<file path="src/rtl/sdcard_cpu_bridge_if.sv">
// Bundle of the CPU-side request/response port and the four-phase async port of sdcard_cpu_bridge.
// Modport master is the bridge's view; slave is the view of the CPU and the async responder.
interface sdcard_cpu_bridge_if #(
  parameter int ADDR = 32,
  parameter int DATA = 32,
  parameter int CMD  = 1
);
  logic            req_valid;
  logic            req_ready;
  logic [ADDR-1:0] req_addr;
  logic [CMD-1:0]  req_cmd;
  logic [DATA-1:0] req_wdata;
  logic            resp_valid;
  logic            resp_ready;
  logic [DATA-1:0] resp_rdata;
  logic            resp_err;
  logic            busy;
  logic            async_addr_req;
  logic            async_addr_ack;
  logic [ADDR-1:0] async_addr;
  logic            async_cmd_req;
  logic            async_cmd_ack;
  logic [CMD-1:0]  async_cmd;
  logic            async_data_out_req;
  logic            async_data_out_ack;
  logic [DATA-1:0] async_data_out;
  logic            async_data_in_req;
  logic            async_data_in_ack;
  logic [DATA-1:0] async_data_in;

  modport master (
    input  req_valid, req_addr, req_cmd, req_wdata, resp_ready,
    input  async_addr_ack, async_cmd_ack, async_data_out_ack, async_data_in_req, async_data_in,
    output req_ready, resp_valid, resp_rdata, resp_err, busy,
    output async_addr_req, async_addr, async_cmd_req, async_cmd,
    output async_data_out_req, async_data_out, async_data_in_ack
  );

  modport slave (
    output req_valid, req_addr, req_cmd, req_wdata, resp_ready,
    output async_addr_ack, async_cmd_ack, async_data_out_ack, async_data_in_req, async_data_in,
    input  req_ready, resp_valid, resp_rdata, resp_err, busy,
    input  async_addr_req, async_addr, async_cmd_req, async_cmd,
    input  async_data_out_req, async_data_out, async_data_in_ack
  );
endinterface

</file>
<file path="src/rtl/sdcard_cpu_bridge.sv">
// CPU-side master for the SD-card four-phase async port: one sync request -> addr/cmd/data handshakes.
// Optional wait-state watchdog enabled by defining SDCARD_BRIDGE_TIMEOUT_EN.
//
// state   | meaning
// IDLE    | ready for a request (waits for all acks low when watchdog built)
// AC_REQ  | addr_req and cmd_req raised, waiting for both acks
// AC_REL  | reqs dropped, waiting for both acks to return to zero
// WR_REQ  | data_out_req raised, waiting for ack
// WR_REL  | data_out_req dropped, waiting for ack low
// RD_WAIT | waiting for responder's data_in_req; captures read data
// RD_REL  | data_in_ack held until data_in_req returns low
// RESP    | response presented until resp_ready
module sdcard_cpu_bridge #(
  parameter int ADDR    = 32,
  parameter int DATA    = 32,
  parameter int CMD     = 1,
  parameter int SYNC    = 2,
  parameter int TIMEOUT = 65535
) (
  input  logic                clock,
  input  logic                reset,
  sdcard_cpu_bridge_if.master bus
);

  typedef enum logic [2:0] {
    S_IDLE, S_AC_REQ, S_AC_REL, S_WR_REQ, S_WR_REL, S_RD_WAIT, S_RD_REL, S_RESP
  } state_t;

  localparam logic [15:0] TO_LOAD = 16'(TIMEOUT);

  state_t state_q, state_d;

  logic [SYNC-1:0] addr_ack_sync, cmd_ack_sync, dout_ack_sync, din_req_sync;
  logic            addr_ack_s, cmd_ack_s, dout_ack_s, din_req_s;
  logic            acks_low, idle_ok, accept, timeout;
  logic [ADDR-1:0] addr_q;
  logic [CMD-1:0]  cmd_q;
  logic [DATA-1:0] wdata_q;
  logic [DATA-1:0] rdata_q;

  always_ff @(posedge clock or negedge reset) begin
    if (!reset) begin
      addr_ack_sync <= '0;
      cmd_ack_sync  <= '0;
      dout_ack_sync <= '0;
      din_req_sync  <= '0;
    end else begin
      addr_ack_sync <= {addr_ack_sync[SYNC-2:0], bus.async_addr_ack};
      cmd_ack_sync  <= {cmd_ack_sync[SYNC-2:0],  bus.async_cmd_ack};
      dout_ack_sync <= {dout_ack_sync[SYNC-2:0], bus.async_data_out_ack};
      din_req_sync  <= {din_req_sync[SYNC-2:0],  bus.async_data_in_req};
    end
  end

  assign addr_ack_s = addr_ack_sync[SYNC-1];
  assign cmd_ack_s  = cmd_ack_sync[SYNC-1];
  assign dout_ack_s = dout_ack_sync[SYNC-1];
  assign din_req_s  = din_req_sync[SYNC-1];
  assign acks_low   = !addr_ack_s && !cmd_ack_s && !dout_ack_s;

`ifdef SDCARD_BRIDGE_TIMEOUT_EN
  logic [15:0] to_cnt;
  logic        wait_state;

  assign wait_state = (state_q != S_IDLE) && (state_q != S_RESP);

  // Down-counter reloads on every state change; terminal count means TIMEOUT cycles in one state.
  always_ff @(posedge clock or negedge reset) begin
    if (!reset)                           to_cnt <= TO_LOAD;
    else if (state_d != state_q)          to_cnt <= TO_LOAD;
    else if (wait_state && to_cnt != '0)  to_cnt <= to_cnt - 16'd1;
  end

  assign timeout = wait_state && (to_cnt == 16'd0);
  // After an abort the responder may still hold an ack; never restart into a live handshake.
  assign idle_ok = acks_low;
`else
  logic unused_timeout;
  assign unused_timeout = ^{TO_LOAD, acks_low};
  assign timeout = 1'b0;
  assign idle_ok = 1'b1;
`endif

  assign accept = (state_q == S_IDLE) && idle_ok && bus.req_valid;

  always_ff @(posedge clock or negedge reset) begin
    if (!reset) state_q <= S_IDLE;
    else        state_q <= state_d;
  end

  always_comb begin
    state_d = state_q;
    if (timeout) begin
      state_d = S_RESP;
    end else begin
      case (state_q)
        S_IDLE:    if (accept)                   state_d = S_AC_REQ;
        S_AC_REQ:  if (addr_ack_s && cmd_ack_s)  state_d = S_AC_REL;
        S_AC_REL:  if (!addr_ack_s && !cmd_ack_s)
                     state_d = cmd_q[0] ? S_WR_REQ : S_RD_WAIT;
        S_WR_REQ:  if (dout_ack_s)               state_d = S_WR_REL;
        S_WR_REL:  if (!dout_ack_s)              state_d = S_RESP;
        S_RD_WAIT: if (din_req_s)                state_d = S_RD_REL;
        S_RD_REL:  if (!din_req_s)               state_d = S_RESP;
        S_RESP:    if (bus.resp_ready)           state_d = S_IDLE;
        default:                                 state_d = S_IDLE;
      endcase
    end
  end

  always_comb begin
    bus.req_ready          = (state_q == S_IDLE) && idle_ok;
    bus.busy               = (state_q != S_IDLE);
    bus.async_addr_req     = (state_q == S_AC_REQ);
    bus.async_cmd_req      = (state_q == S_AC_REQ);
    bus.async_data_out_req = (state_q == S_WR_REQ);
    bus.async_data_in_ack  = (state_q == S_RD_REL);
    bus.resp_valid         = (state_q == S_RESP);
  end

  // Request buses are bundled data: held from accept until the bridge is idle again.
  always_ff @(posedge clock or negedge reset) begin
    if (!reset) begin
      addr_q  <= '0;
      cmd_q   <= '0;
      wdata_q <= '0;
    end else if (accept) begin
      addr_q  <= bus.req_addr;
      cmd_q   <= bus.req_cmd;
      wdata_q <= bus.req_wdata;
    end
  end

  always_ff @(posedge clock or negedge reset) begin
    if (!reset)                                     rdata_q <= '0;
    else if (accept || timeout)                     rdata_q <= '0;
    else if ((state_q == S_RD_WAIT) && din_req_s)   rdata_q <= bus.async_data_in;
  end

`ifdef SDCARD_BRIDGE_TIMEOUT_EN
  logic err_q;
  always_ff @(posedge clock or negedge reset) begin
    if (!reset)                                       err_q <= 1'b0;
    else if (timeout)                                 err_q <= 1'b1;
    else if ((state_q == S_RESP) && bus.resp_ready)   err_q <= 1'b0;
  end
  assign bus.resp_err = err_q;
`else
  assign bus.resp_err = 1'b0;
`endif

  assign bus.async_addr     = addr_q;
  assign bus.async_cmd      = cmd_q;
  assign bus.async_data_out = wdata_q;
  assign bus.resp_rdata     = rdata_q;

endmodule
</file>
<file path="src/flat_wrapper.sv">
// flat-port wrapper written by rule: the top's interface ports become plain ports
module sdcard_cpu_bridge_flat 
#(
  parameter int ADDR    = 32,
  parameter int DATA    = 32,
  parameter int CMD     = 1,
  parameter int SYNC    = 2,
  parameter int TIMEOUT = 65535
)
  (clock, reset, bus_req_valid, bus_req_addr, bus_req_cmd, bus_req_wdata, bus_resp_ready, bus_async_addr_ack, bus_async_cmd_ack, bus_async_data_out_ack, bus_async_data_in_req, bus_async_data_in, bus_req_ready, bus_resp_valid, bus_resp_rdata, bus_resp_err, bus_busy, bus_async_addr_req, bus_async_addr, bus_async_cmd_req, bus_async_cmd, bus_async_data_out_req, bus_async_data_out, bus_async_data_in_ack);
  sdcard_cpu_bridge_if #(.ADDR(ADDR), .DATA(DATA), .CMD(CMD)) bus_i ();
  input  logic clock;
  input  logic reset;
  input wire logic [$bits(bus_i.req_valid)-1:0] bus_req_valid;
  input wire logic [$bits(bus_i.req_addr)-1:0] bus_req_addr;
  input wire logic [$bits(bus_i.req_cmd)-1:0] bus_req_cmd;
  input wire logic [$bits(bus_i.req_wdata)-1:0] bus_req_wdata;
  input wire logic [$bits(bus_i.resp_ready)-1:0] bus_resp_ready;
  input wire logic [$bits(bus_i.async_addr_ack)-1:0] bus_async_addr_ack;
  input wire logic [$bits(bus_i.async_cmd_ack)-1:0] bus_async_cmd_ack;
  input wire logic [$bits(bus_i.async_data_out_ack)-1:0] bus_async_data_out_ack;
  input wire logic [$bits(bus_i.async_data_in_req)-1:0] bus_async_data_in_req;
  input wire logic [$bits(bus_i.async_data_in)-1:0] bus_async_data_in;
  output wire logic [$bits(bus_i.req_ready)-1:0] bus_req_ready;
  output wire logic [$bits(bus_i.resp_valid)-1:0] bus_resp_valid;
  output wire logic [$bits(bus_i.resp_rdata)-1:0] bus_resp_rdata;
  output wire logic [$bits(bus_i.resp_err)-1:0] bus_resp_err;
  output wire logic [$bits(bus_i.busy)-1:0] bus_busy;
  output wire logic [$bits(bus_i.async_addr_req)-1:0] bus_async_addr_req;
  output wire logic [$bits(bus_i.async_addr)-1:0] bus_async_addr;
  output wire logic [$bits(bus_i.async_cmd_req)-1:0] bus_async_cmd_req;
  output wire logic [$bits(bus_i.async_cmd)-1:0] bus_async_cmd;
  output wire logic [$bits(bus_i.async_data_out_req)-1:0] bus_async_data_out_req;
  output wire logic [$bits(bus_i.async_data_out)-1:0] bus_async_data_out;
  output wire logic [$bits(bus_i.async_data_in_ack)-1:0] bus_async_data_in_ack;
  assign bus_i.req_valid = bus_req_valid;
  assign bus_i.req_addr = bus_req_addr;
  assign bus_i.req_cmd = bus_req_cmd;
  assign bus_i.req_wdata = bus_req_wdata;
  assign bus_i.resp_ready = bus_resp_ready;
  assign bus_i.async_addr_ack = bus_async_addr_ack;
  assign bus_i.async_cmd_ack = bus_async_cmd_ack;
  assign bus_i.async_data_out_ack = bus_async_data_out_ack;
  assign bus_i.async_data_in_req = bus_async_data_in_req;
  assign bus_i.async_data_in = bus_async_data_in;
  assign bus_req_ready = bus_i.req_ready;
  assign bus_resp_valid = bus_i.resp_valid;
  assign bus_resp_rdata = bus_i.resp_rdata;
  assign bus_resp_err = bus_i.resp_err;
  assign bus_busy = bus_i.busy;
  assign bus_async_addr_req = bus_i.async_addr_req;
  assign bus_async_addr = bus_i.async_addr;
  assign bus_async_cmd_req = bus_i.async_cmd_req;
  assign bus_async_cmd = bus_i.async_cmd;
  assign bus_async_data_out_req = bus_i.async_data_out_req;
  assign bus_async_data_out = bus_i.async_data_out;
  assign bus_async_data_in_ack = bus_i.async_data_in_ack;
  sdcard_cpu_bridge #(.ADDR(ADDR), .DATA(DATA), .CMD(CMD), .SYNC(SYNC), .TIMEOUT(TIMEOUT)) u_core (.clock(clock), .reset(reset), .bus(bus_i));
endmodule
</file>
<file path="config.mk">
export PLATFORM = sky130hd
export DESIGN_NAME = sdcard_cpu_bridge_flat
export DESIGN_NICKNAME = d
export VERILOG_FILES = /design/src/rtl/sdcard_cpu_bridge_if.sv /design/src/rtl/sdcard_cpu_bridge.sv /design/src/flat_wrapper.sv
export SDC_FILE = /design/constraint.sdc
export NUM_CORES = 1
export LEC_CHECK = 0
export BUFFER_PORTS_ARGS = -buffer_cell sky130_fd_sc_hd__buf_2
export CAP_MARGIN = 25
export CORE_MARGIN = 1.5
export CORE_UTILIZATION = 40
export CTS_CLUSTER_SIZE = 12
export DETAILED_ROUTE_END_ITERATION = 10
export PLACE_DENSITY = 0.83
export SYNTH_ARGS = -nofsm -noshare
export SYNTH_HDL_FRONTEND = slang
export SYNTH_SLANG_ARGS = --single-unit
export TNS_END_PERCENT = 20
</file>
<file path="constraint.sdc">
create_clock -name clock -period 4.4 [get_ports clock]
set_input_delay 0.44 -clock clock [delete_from_list [all_inputs] [get_ports clock]]
set_output_delay 0.44 -clock clock [all_outputs]
set_load 0.01 [all_outputs]
</file>
==> metrics list <==
- In this run the count of I/O pins placed on the die edge is 210.
* Clk pin slew, worst setup/hold paths: approximately 0.10 ns
- Synthesized Nets: 429
- After synthesis, the share of flip-flops with an asynchronous set or reset is 1.000.
- In this run the mean area of a mapped cell was between 10 and 15 um2.
- Input and output buffers added on the ports amount to between 200 and 250.
* Average routed wire per standard cell: approximately 14 um
* Setup repair after global routing missed its margin: false
* Sequential element share of the synthesized area: 0.6467
- In this run, post-CTS hold repair placed 0 buffers.
- In the finished design, the share of the clock period the worst path needs comes to 0.5015.
- Post-CTS Setup Bufs: 0
- In this run the number of H-tree levels came out at 3.
- Worst Hold Slack: ~0.13 ns
- For the worst setup path, the data required time is 4.65 ns.
* Clock Latency Late Sink: 0.36 ns
- TritonCTS built the clock tree.
- # fillers: just over 900
- The critical path runs through a total of 4 cells.
* Initial antenna violation count: 0
- Slowest cell on crit path: sky130_fd_sc_hd__dfrtp_1
- The synthesized netlist occupies a cell area of ~4200 um2.
- Final weighted congestion in routability-driven placement: around 0.87
- Summing internal, switching and leakage power gives 3698 uW.
- FF/Latch Area: roughly 2700 um2
* Critical Path Sink Type: register
* Clock tree skew after final layout: 0.007657 ns
* Power Density: around 670 nW/um2
- Compared with the post-synthesis result, the final layout area differs by 32.43%.
- The synthesized design contains around 110 register bits.
* Drt initial violations: 122
- X dimension of the die: about 110 um
- Number of unique standard cell types used by synthesis: 25
- Number of enable flip-flop cells after synthesis: 0
* Post-synth top flop: sky130_fd_sc_hd__dfrtp_1
* Outcome: completed
- Total inserted antenna cells: 0
- IR analysis of the VDD net gives a maximum drop of about 0.35 mV.
* Max FO, Critical Path: between 50 and 60
* Post-Route Setup TNS: 0 ns
- Die Y: 105.2 um
* Multi-input combinational cell area: between 1000 and 1500 um2
- Buffers plus inverters on the worst setup path: 1
* Class of the tightest hold or removal check: input port to async pin
* Pin slew with the least headroom to its limit: ~0.73 ns
- Vias per Instance: 4.753
- Hold violation total from the final report: 0
* Area of the placeable core: around 10,000 um2
- Total of cells resized after clock tree synthesis: 0
- Maximum number of pins on one net before global-route repair: a little under 100
- Delay of the slowest cell on the worst path: about 0.52 ns
- Across all setup checks in the final design, the least slack found is 2.194 ns.
- Synthesized netlist cell count: around 320
- Crit Path Category: register to register
* Grt total ovfl: 0
* Category of the worst setup path launch point: register
* Die area: about 11,000 um2
- Timing analysis after detailed placement gives a worst setup slack of 2.033 ns.
* Wire length of the first global-routing pass: between 15 and 20 mm
- Sink Count: ~110
- The floorplan has 37 rows.
- Based on the critical path, the design can be clocked at up to between 400 and 500 MHz.
- Total wirelength of the detailed-routed design: roughly 9.3 mm
- Area of all placed cells without fillers: 5534 um2
* Family with the most delay on the worst path: simple AND/OR/NAND/NOR gates
* Max Root-Sink Buffers: 2
- Vias in the first global route: 3,174
- Detailed routing inserted a total of ~3,200 vias.
- The count of pins over their slew limit is 0.
- After detailed routing, the number of remaining DRC violations is 0.
- Num CTS Buffers: 9
- Headroom to the max-slew limit came out at 0.5121.
- Min Tclk post-route: roughly 2.2 ns
* Reg2reg path depth: 4
* Layout Nets: about 630
- Post-route ant nets: 0
- GRT Overall Usage: 0.1720
- The Yosys step of the flow raised 0 warnings.
* Fraction of final layout cells with drive strength greater than 1: 0.5568
- Across the run, the number of max-cap violations was 0.
- Estimated wirelength of the detail-placed design: around 6.9 mm
* Number of iterations in the first detailed-routing pass: 4
* Crit path arrival time: 2.46 ns
- The analysis attributes to cell leakage a power of approximately 0.0028 uW.
- For this configuration, the core starts out at a cell density of 0.4085.
- The signal on the critical path passes through nor3_1, and2_4, buf_16, mux2_2.
* DP Area: between 5000 and 6000 um2
* Number of setup violations in the final report: 0
- CTS root buf: sky130_fd_sc_hd__clkbuf_8
[kinds of logic after synthesis]
group	synth area share
XOR/XNOR	0.002096
buffers and inverters	0.02934
multiplexers	0.1865
other	0.0008973
AND/OR/NAND/NOR	0.08233
flip-flops	0.6467
AO/OA/AOI/OAI	0.05210
[cell usage in the layout, fill, tap and decap left out, types with 4 or more instances in the layout]
master                     netlist  layout
sky130_fd_sc_hd__o21ai_1         4       4
sky130_fd_sc_hd__mux2_2         63      63
sky130_fd_sc_hd__clkbuf_8        0       9
sky130_fd_sc_hd__dfrtp_1       108     108
sky130_fd_sc_hd__nand2_1        66      66
sky130_fd_sc_hd__buf_2           5     207
sky130_fd_sc_hd__o21ai_0        29      29
sky130_fd_sc_hd__and3_1          4       4
sky130_fd_sc_hd__mux2_1          4       4
[where the power goes]
group / total, uW / internal, uW / switching (uW)
clock network: 529 / 204 / 325
logic: 1470 / 748 / 723
registers: 1700 / 1430 / 265
[worst paths after layout]
check	startpoint	end	slack, ns
max	u_core.state_q[0]	u_core.bus.async_addr[5]	2.19
min in group clock	bus_async_data_out_ack	u_core.dout_ack_sync[0]	0.18
max reg2reg	u_core.state_q[0]	u_core.bus.async_addr[5]	2.19
max in group asynchronous	reset	u_core.bus.resp_rdata[8]	3.17
min	reset	u_core.bus.async_addr[24]	0.13
min reg2reg	u_core.cmd_ack_sync[0]	u_core.cmd_ack_sync[1]	0.36
[sequential cells by signal, indices dropped and copies added, names as in the netlist]
name                       count
u_core.din_req_sync            2
u_core.bus.async_data_out     32
u_core.bus.async_addr         32
u_core.dout_ack_sync           2
u_core.bus.resp_rdata         32
u_core.bus.async_cmd           1
u_core.state_q                 3
u_core.cmd_ack_sync            2
u_core.addr_ack_sync           2
[worst reg2reg max path, cell delays in order (launching register included)]
cell and delay (ns):
sky130_fd_sc_hd__dfrtp_1 0.52, sky130_fd_sc_hd__nor3_1 0.36, sky130_fd_sc_hd__and2_4 0.50, sky130_fd_sc_hd__buf_16 0.30
sky130_fd_sc_hd__mux2_2 0.42
[per-layer routing]
layer / global-route usage / routed length [um] / vias up
met3: 0.04267 / 660 / 14
li1: - / - / 1476
met5: 0 / 0 / -
met1: 0.2038 / 3711 / 1540
met2: 0.2946 / 4746 / 126
met4: 0.07926 / 161 / 0
[cells in the mapped netlist, types with 2 or more instances]
| master | instances | area (um2) |
|---|---|---|
| sky130_fd_sc_hd__dfrtp_1 | 108 | 2703 |
| sky130_fd_sc_hd__nand2_1 | 66 | 247.7 |
| sky130_fd_sc_hd__mux2_2 | 63 | 709.4 |
| sky130_fd_sc_hd__o21ai_0 | 29 | 145.1 |
| sky130_fd_sc_hd__clkbuf_1 | 12 | 45.04 |
| sky130_fd_sc_hd__buf_4 | 6 | 45.04 |
| sky130_fd_sc_hd__buf_2 | 5 | 25.02 |
| sky130_fd_sc_hd__and3_1 | 4 | 25.02 |
| sky130_fd_sc_hd__mux2_1 | 4 | 45.04 |
| sky130_fd_sc_hd__o21ai_1 | 4 | 20.02 |
| sky130_fd_sc_hd__nor2_1 | 3 | 11.26 |
| sky130_fd_sc_hd__nor3_1 | 3 | 15.01 |
| sky130_fd_sc_hd__a21oi_1 | 2 | 10.01 |
| sky130_fd_sc_hd__inv_1 | 2 | 7.510 |
| sky130_fd_sc_hd__nand2b_1 | 2 | 12.51 |
| sky130_fd_sc_hd__nor2b_1 | 2 | 12.51 |
[stage by stage]
stage | util | std cells
6_report | 0.5409 | 664
2_1_floorplan | - | 324
5_1_grt | 0.5409 | 664
3_5_place_dp | 0.5222 | 648
4_1_cts | 0.5382 | 663
3_3_place_gp | 0.5168 | 646
[layout make-up]
| type | instances | area share |
|---|---|---|
| sequential | 108 | 0.4884 |
| multi-input combinational | 191 | 0.2451 |
| timing repair buffer | 212 | 0.2048 |
| tap | 136 | 0.03075 |
| clock buffer | 9 | 0.02238 |
| clock inverter | 6 | 0.007235 |
| inverter | 2 | 0.001357 |
(Power assumes the default switching activity.)
